## config.mk

```make
export PLATFORM = sky130hd
export DESIGN_NAME = hamming_tx_scheduler
export DESIGN_NICKNAME = d
export VERILOG_FILES = /design/src/rtl/hamming_pkg.sv /design/src/rtl/rr_arbiter.sv /design/src/rtl/hamming_tx_scheduler.sv
export SDC_FILE = /design/constraint.sdc
export NUM_CORES = 1
export LEC_CHECK = 0
export ABC_AREA = 1
export CAP_MARGIN = 20
export CELL_PAD_IN_SITES_DETAIL_PLACEMENT = 1
export CELL_PAD_IN_SITES_GLOBAL_PLACEMENT = 1
export CORE_MARGIN = 2
export CORE_UTILIZATION = 27
export DETAILED_ROUTE_END_ITERATION = 10
export HOLD_SLACK_MARGIN = 0.05
export PLACE_DENSITY_LB_ADDON = 0.1
export SLEW_MARGIN = 20
export SYNTH_ARGS = -nofsm -noshare
export SYNTH_HDL_FRONTEND = slang
export SYNTH_HIERARCHICAL = 1
export SYNTH_SLANG_ARGS = --single-unit
```

## constraint.sdc

```tcl
create_clock -name clk_in -period 3.96 [get_ports clk_in]
set_clock_uncertainty 0.2 [all_clocks]
set_input_delay 0.396 -clock clk_in [delete_from_list [all_inputs] [get_ports clk_in]]
set_output_delay 0.396 -clock clk_in [all_outputs]
set_load 0.02 [all_outputs]
```

## src/rtl/hamming_pkg.sv

```systemverilog
// Shared definitions for the Hamming frame transmit scheduler: word/frame
// geometry, frame delimiter and the scheduler state encoding.
package hamming_pkg;

    localparam int WORD_W = 32;
    localparam int FRAME_W = 64;
    localparam logic [7:0] FRAME_HEADER = 8'b01111110;

    typedef enum logic [1:0] {
        S_IDLE      = 2'd0,
        S_LOAD      = 2'd1,
        S_WAIT_BUSY = 2'd2,
        S_WAIT_DONE = 2'd3
    } state_t;

endpackage

```

## src/rtl/rr_arbiter.sv

```systemverilog
// Combinational round-robin pick: the first requesting index found searching
// upward from last_grant+1, wrapping, so the previous winner is served last.
module rr_arbiter #(
    parameter int N_REQ = 4,
    localparam int IDX_W = $clog2(N_REQ)
) (
    input  logic [N_REQ-1:0] req,
    input  logic [IDX_W-1:0] last_grant,
    output logic [N_REQ-1:0] grant,
    output logic [IDX_W-1:0] idx,
    output logic             any
);

    int cand;

    always_comb begin
        grant = '0;
        idx   = '0;
        any   = 1'b0;
        cand  = 0;
        for (int i = 1; i <= N_REQ; i++) begin
            cand = (int'(last_grant) + i) % N_REQ;
            if (!any && req[cand[IDX_W-1:0]]) begin
                any = 1'b1;
                idx = cand[IDX_W-1:0];
                grant[cand[IDX_W-1:0]] = 1'b1;
            end
        end
    end

endmodule

```

## src/rtl/hamming_tx_scheduler.sv

```systemverilog
// Shares one Hamming frame encoder between N_REQ word sources: round-robin
// accept, one-cycle start pulse, then wait for completion or time out.
module hamming_tx_scheduler
    import hamming_pkg::*;
#(
    parameter int N_REQ   = 4,
    parameter int TIMEOUT = 256,
    localparam int IDX_W  = $clog2(N_REQ)
) (
    input  logic                    clk_in,
    input  logic                    rst,
    input  logic [N_REQ-1:0]        req_valid,
    input  logic [N_REQ*WORD_W-1:0] req_data,
    output logic [N_REQ-1:0]        req_ready,
    output logic [WORD_W-1:0]       enc_data,
    output logic                    enc_start,
    input  logic                    enc_busy,
    input  logic                    enc_done,
    output logic [IDX_W-1:0]        grant_id,
    output logic                    busy,
    output logic                    timeout_err,
    output logic [15:0]             frame_count,
    output state_t                  fsm_state
);

    localparam int CNT_W = $clog2(TIMEOUT);
    localparam logic [CNT_W-1:0] CNT_LAST = CNT_W'(TIMEOUT - 1);

    state_t            state;
    state_t            state_next;
    logic [IDX_W-1:0]  last_grant;
    logic [N_REQ-1:0]  arb_grant;
    logic [IDX_W-1:0]  arb_idx;
    logic              arb_any;
    logic [WORD_W-1:0] winner_word;
    logic [CNT_W-1:0]  cnt;
    logic              transfer;
    logic              frame_done;

    rr_arbiter #(.N_REQ(N_REQ)) u_arb (
        .req        (req_valid),
        .last_grant (last_grant),
        .grant      (arb_grant),
        .idx        (arb_idx),
        .any        (arb_any)
    );

    always_comb begin
        winner_word = '0;
        for (int i = 0; i < N_REQ; i++) begin
            if (arb_idx == IDX_W'(i)) winner_word = req_data[i*WORD_W +: WORD_W];
        end
    end

    // Handshake: a word moves when req_valid[i] and req_ready[i] are both high
    // at a rising edge; ready is only ever offered to the arbitration winner,
    // only in IDLE with the encoder idle, and never waits on anything else.
    always_comb begin
        state_next  = state;
        req_ready   = '0;
        enc_start   = 1'b0;
        timeout_err = 1'b0;
        frame_done  = 1'b0;
        unique case (state)
            S_IDLE: begin
                if (!enc_busy && arb_any) begin
                    req_ready  = arb_grant;
                    state_next = S_LOAD;
                end
            end
            S_LOAD: begin
                enc_start  = 1'b1;
                state_next = S_WAIT_BUSY;
            end
            S_WAIT_BUSY, S_WAIT_DONE: begin
                // Completion beats the timeout when both land on the same cycle.
                if (enc_done) begin
                    frame_done = 1'b1;
                    state_next = S_IDLE;
                end else if (cnt == CNT_LAST) begin
                    timeout_err = 1'b1;
                    state_next  = S_IDLE;
                end else if (state == S_WAIT_BUSY && enc_busy) begin
                    state_next = S_WAIT_DONE;
                end
            end
            default: state_next = S_IDLE;
        endcase
    end

    assign transfer  = |(req_valid & req_ready);
    assign busy      = (state != S_IDLE);
    assign fsm_state = state;

    always_ff @(posedge clk_in) begin
        if (rst) begin
            state       <= S_IDLE;
            enc_data    <= '0;
            grant_id    <= '0;
            last_grant  <= IDX_W'(N_REQ - 1);
            cnt         <= '0;
            frame_count <= '0;
        end else begin
            state <= state_next;
            if (transfer) begin
                enc_data   <= winner_word;
                grant_id   <= arb_idx;
                last_grant <= arb_idx;
            end
            if (state == S_LOAD) begin
                cnt <= '0;
            end else if (state == S_WAIT_BUSY || state == S_WAIT_DONE) begin
                cnt <= cnt + 1'b1;
            end
            if (frame_done) begin
                frame_count <= frame_count + 16'd1;
            end
        end
    end

endmodule

```

Word level (Yosys, flattened, before mapping)
Cells that the tools add are included.
{"block": "totals", "regBits": 62, "elab_cells": 99, "in_bits": 136, "out_inout_bits": 59}
{"block": "classes", "n_eq_ne": 9, "n_lt_le_gt_ge": 8, "reduce_logical": 21, "bitwise": 4, "n_mux": 45, "addsub": 6}
{"operator": "$mux 32", "count": 4}
{"operator": "$mux 4", "count": 6}
{"operator": "$mux 1", "count": 18}
{"operator": "$add 16x1->16 const B", "count": 1}
{"operator": "$mux 2", "count": 8}
{"operator": "$lt 2x3->1 const B", "count": 4}
{"operator": "$or 4x4->4", "count": 3}
{"operator": "$logic_and 1x1->1", "count": 9}
{"operator": "$add 8x1->8 const B", "count": 1}
{"operator": "$bmux 1 s2", "count": 4}
{"operator": "$demux 1 s2", "count": 4}
{"operator": "$eq 2x2->1 const B", "count": 4}
{"operator": "$eq 8x8->1 const B", "count": 1}
{"operator": "$ge 2x1->1 const B", "count": 4}
{"operator": "$pmux 2 s3", "count": 1}
{"operator": "$add 2x1->2 const B", "count": 2}
{"operator": "$add 2x2->2 const B", "count": 2}
{"operator": "$and 4x4->4", "count": 1}
{"operator": "$eq 2x1->1 const B", "count": 2}
{"operator": "$logic_not 1->1", "count": 4}
{"operator": "$logic_not 2->1", "count": 2}
{"operator": "$ne 4x4->1 const B", "count": 1}
{"operator": "$reduce_or 2->1", "count": 2}
{"operator": "$reduce_or 4->1", "count": 1}
{"operator": "4 further kinds", "count": 4}

Longest topological paths before layout
{"block": "logic_depth", "ltp_word": 18, "ltp_mapped": 19, "mapped_depth_nobuf": 16}

Modules after synthesis
The synthesis kept the hierarchy.
{"mod": "hamming_tx_scheduler", "seq_area_each_um2": 1241.2, "cells_per_inst": 539, "area_per_inst_um2": 3350.7, "instances": 1}
{"mod": "rr_arbiter", "seq_area_each_um2": 0.0, "cells_per_inst": 81, "area_per_inst_um2": 535.5, "instances": 1}

Worst setup path after synthesis
Ideal clock, no wire load.
{"block": "synth_timing", "path_kind": "reg2reg", "start": "register last_grant[1]", "end": "register enc_data[12]", "path_stages_with_launch": 18, "setup_time_ns": 0.064, "path_buffers": 1, "t_arrival_ns": 2.490, "period_less_slack_ns": 2.754, "required_time_ns": 3.696, "setup_slack_ns": 1.206, "path_cell_list": "dfxtp_1 inv_1 ha_1 inv_2 nand3_4 nand2_4 nor2_4 nand3_1 a21oi_1 inv_1 nor2_1 buf_2 nand2_1 nand3_1 a21oi_1 nand2_1 nand2_1 nor2_1"}
{"block": "synth_via", "elab_chain_len": 18, "elab_cells_between_ends": 66, "classes_between": "add/sub (4); order compare (8); eq/ne (3); mux (34); bitwise (4); reduce/logical (13)"}
{"element": "start, declared", "line_no": "hamming_tx_scheduler.sv:31", "source": "logic [IDX_W-1:0] last_grant;"}
{"element": "start signal, assigned", "line_no": "hamming_tx_scheduler.sv:100", "source": "last_grant <= IDX_W'(N_REQ - 1);"}
{"element": "start signal, assigned", "line_no": "hamming_tx_scheduler.sv:108", "source": "last_grant <= arb_idx;"}
{"element": "$add 2x1->2", "line_no": "rr_arbiter.sv:22", "source": "cand = (int'(last_grant) + i) % N_REQ;"}
{"element": "$bmux 1 s2", "line_no": "rr_arbiter.sv:23", "source": "if (!any && req[cand[IDX_W-1:0]]) begin"}
{"element": "$mux 1 (not written as such)", "line_no": "rr_arbiter.sv:23"}
{"element": "$mux 1", "line_no": "rr_arbiter.sv:23"}
{"element": "$logic_not 1->1", "line_no": "rr_arbiter.sv:23"}
{"element": "$logic_and 1x1->1", "line_no": "rr_arbiter.sv:23"}
{"element": "$mux 1", "line_no": "rr_arbiter.sv:23"}
{"element": "$logic_not 1->1", "line_no": "rr_arbiter.sv:23"}
{"element": "$logic_and 1x1->1", "line_no": "rr_arbiter.sv:23"}
{"element": "$mux 1", "line_no": "rr_arbiter.sv:23"}
{"element": "$logic_not 1->1", "line_no": "rr_arbiter.sv:23"}
{"element": "$logic_and 1x1->1", "line_no": "rr_arbiter.sv:23"}
{"element": "$mux 2 *", "line_no": "rr_arbiter.sv:23"}
{"element": "net arb_idx[0]", "line_no": "hamming_tx_scheduler.sv:33", "source": "logic [IDX_W-1:0] arb_idx;"}
{"element": "$logic_not 2->1", "line_no": "hamming_tx_scheduler.sv:51", "source": "if (arb_idx == IDX_W'(i)) winner_word = req_data[i*WORD_W +: WORD_W];"}
{"element": "$mux 32 (3 in series)", "line_no": "hamming_tx_scheduler.sv:51"}
{"element": "$mux 32 *", "line_no": "hamming_tx_scheduler.sv:51"}
{"element": "end signal, assigned", "line_no": "hamming_tx_scheduler.sv:106", "source": "enc_data <= winner_word;"}
{"element": "end, declared", "line_no": "hamming_tx_scheduler.sv:15", "source": "output logic [WORD_W-1:0] enc_data,"}
The timed path passes the listed nets; every way through them passes the cells marked *. The select of a mux whose other input is x is not followed.
A chain may end at the register's enable or synchronous reset.

Worst setup path in the final report
{"block": "layout_timing", "start": "register last_grant[1]", "end": "output req_ready[3]"}
{"block": "layout_via", "elab_cells_between_ends": 52, "classes_between": "add/sub (4); order compare (8); mux (26); bitwise (3); reduce/logical (11)"}
{"element": "parallel branches: the longest is 12 deep, another holds $lt 2x3->1"}
{"element": "$mux 4 *", "line_no": "rr_arbiter.sv:23"}
{"element": "net arb_grant[3]", "line_no": "hamming_tx_scheduler.sv:32", "source": "logic [N_REQ-1:0] arb_grant;"}
{"element": "$mux 4 *", "line_no": "hamming_tx_scheduler.sv:66", "source": "if (!enc_busy && arb_any) begin"}
{"element": "$mux 4 *", "line_no": "hamming_tx_scheduler.sv:64", "source": "unique case (state)"}
{"element": "end, declared", "line_no": "hamming_tx_scheduler.sv:14", "source": "output logic [N_REQ-1:0] req_ready,"}
Mark *: on every way through the listed nets, which the timed path passes. The select of a mux whose other input is x is not followed.

==> results by group <==
Clocking
  • CTS sink count: 62
  • Skew-Pair Late Insertion Delay: 330 ps
  • CTS tree: yes
  • CTS Buf Count: 9
  • Clock transition at path regs: 50 ps
  • Clk buf depth: 2
  • H-tree levels: 3
  • Root buf cell: clkbuf_16

Timing
  • Max-slew violation count: 0
  • Final period util: 90.1%
  • Max-slew headroom: 42.3%
  • Worst slew pin tran: 864 ps
  • Fmax: 0.280 GHz
  • Final hold vios: 0
  • Unrepaired setup endpoints after global routing: false
  • Setup violations, final: 0
  • Min cycle time layout: 3570 ps
  • Setup TNS: 0 ps

Outcome
  • Status: finished, final reports clean

Routing
  • Routed len/inst: 15.6 um
  • Top sig layer: met4
  • WL final: 15600 um
  • Wire length on met1: 6330 um
  • DRC Markers: 0
  • TritonRoute pass-1 iters: 4
  • Post-route ant nets: 0
  • Via/cell ratio: 4.72
  • Met2 WL post-DR: 7850 um
  • Wire length on met3: 1180 um
  • DRT iter0 DRCs: 108
  • Via count: 4698

Finish
  • Post-route cell area: 6310 um2
  • Finished Layout Cells: 995
  • Layout cells sized above 1: 6.76%
  • Leading cell type in the layout, fill and taps excluded: nand2_1
  • Synthesis-to-layout area growth: 62.3%
  • Total Nets Final: 955
  • Register area: 1240 um2
  • Multi-input gate area: 2320 um2
  • FILL cells: 1801
  • Commonest non-fill, non-tap cells in the layout: nand2_1 (205), clkdlybuf4s50_1 (194), nor2_1 (93), dfxtp_1 (61), a21oi_1 (39)

Yosys
  • Async S/R FF share, synth: 0%
  • Ys Warns: 6
  • Synthesized Nets: 766
  • Post-synth EDFFs: 0
  • Mapped Area: 3890 um2
  • Cells after synthesis: 620
  • Top FF cell, synth: dfxtp_1
  • Sequential element share of the synthesized area: 31.9%
  • Seq cells post-synth: 62
  • Syn Area/Cell: 6.27 um2
  • Yosys cell types: 33

Global routing
  • Gr usage total: 20.2%
  • Number of global-route vias before repair: 4819
  • First-pass GRT wire length: 23900 um
  • Largest net degree at the start of global routing: 33
  • Antenna violations before repair: 1
  • Total gr overflow: 0

Placement
  • Routability congestion estimate: 0.889
  • HPWL after DPL: 12600 um
  • Placed Instances: 978
  • # port buffers: 194
  • Area after DPL: 5990 um2

Power and ir drop
  • VDD IR max: 0.395 mV
  • Total power: 5.24 mW
  • Pwr per Cell Area: 830 nW/um2
  • Static leakage: 2.53 nW

Floorplanning
  • Initial Util: 27.8%
  • Core area: 14000 um2
  • Die area: 15400 um2
  • Die H: 124 um
  • I/O Pins: 195
  • Rows: 43
  • Die X: 124 um

Job
  • Max-Cap Viols: 0

Setup path
  • Crit path DAT: 2970 ps
  • Worst R2R Start: last_grant[1]
  • Max Fanout on Critical Path: 12
  • WS Path Type: reg2out
  • Critical path capture point type: output port
  • Worst EP required: 3360 ps
  • CP startpoint: last_grant[1]
  • Startpoint Class: flip-flop

Hold path
  • Worst hold start: enc_data[16]
  • Hold Crit Class: reg2reg
routing by layer:
metal | track usage (%) | vias to the layer above
met5 | 0 | -
met4 | 6.25 | 0
li1 | - | 2382
met2 | 36.2 | 146
met1 | 22.8 | 2157
met3 | 6.46 | 13
final timing paths:
path         slack (ps)  depth (start not counted)            to
min                 270                          2  enc_data[16]
max reg2reg         580                         14  enc_data[13]
min reg2reg         270                          2  enc_data[16]
max                 390                         11  req_ready[3]
cells in the mapped netlist, types with 4 or more instances:
cell type / number / area [um2]
nand2_1: 206 / 773
nor2_1: 96 / 360
dfxtp_1: 62 / 1240
a21oi_1: 39 / 195
inv_1: 38 / 143
nand3_1: 37 / 185
nand4_1: 34 / 213
o21ai_0: 23 / 115
ha_1: 10 / 125
nor3_1: 10 / 50.1
buf_2: 9 / 45.0
clkbuf_1: 9 / 33.8
buf_6: 7 / 78.8
nand2_2: 5 / 31.3
a21boi_0: 4 / 30.0
inv_2: 4 / 15.0
stage by stage:
| step | hold WS [ps] | utilization, % | setup slack, ps |
|---|---|---|---|
| floorplan | 252 | - | 1210 |
| global placement | 262 | 42.8 | 595 |
| detailed placement | 261 | 42.8 | 356 |
| CTS | 272 | 45.1 | 199 |
| global route | 289 | 45.1 | 118 |
| finish | 272 | 45.1 | 390 |
registers in the layout (all words and copies together), names as in the netlist:
| register | flops |
|---|---|
| enc_data | 32 |
| fsm_state | 2 |
| cnt | 8 |
| last_grant | 2 |
| frame_count | 16 |
| grant_id | 2 |
report_power, final:
group	internal (mW)	leakage (nW)	switching, mW
combinational	1.30	1.87	2.16
clock	0.566	0.157	0.286
sequential	0.798	0.504	0.127
logic make-up (layout without fill, tap and decap cells):
group,Yosys count,after routing,share of synthesized area (%)
AND/OR/NAND/NOR,404,404,45.9
AO/OA/AOI/OAI,73,73,10.0
buffers and inverters,70,264,8.72
flip-flops,62,62,31.9
adder cells (fa/ha/maj),10,10,3.22
XOR/XNOR,1,1,0.225
other,0,1,0
worst max-delay path: stages, from the launching register on:
cell and delay, ps:
dfxtp_2 430, inv_1 170, ha_1 420, inv_2 90, nand3_4 120, nand2_4 70
nor2_4 240, nand3_1 140, nand3_1 160, nand2_1 70, nor2_1 110, clkdlybuf4s50_1 620
area by class of cell:
class                      instances  share of cell area [%]
inverter                          43                    2.68
clock buffer                      12                    3.91
multi-input combinational        488                    36.7
tap                              180                    3.57
timing repair buffer             205                    32.3
antenna                            1                  0.0397
clock inverter                     4                    1.11
sequential                        62                    19.7
repair_timing:
| item | 4_1_cts | 5_1_grt |
|---|---|---|
| resized for setup | 0 | 1 |
| hold buffers | 0 | 0 |
| buffers inserted | 0 | 0 |
| setup endpoints to repair | 0 | 1 |
(Power assumes the default switching activity.)
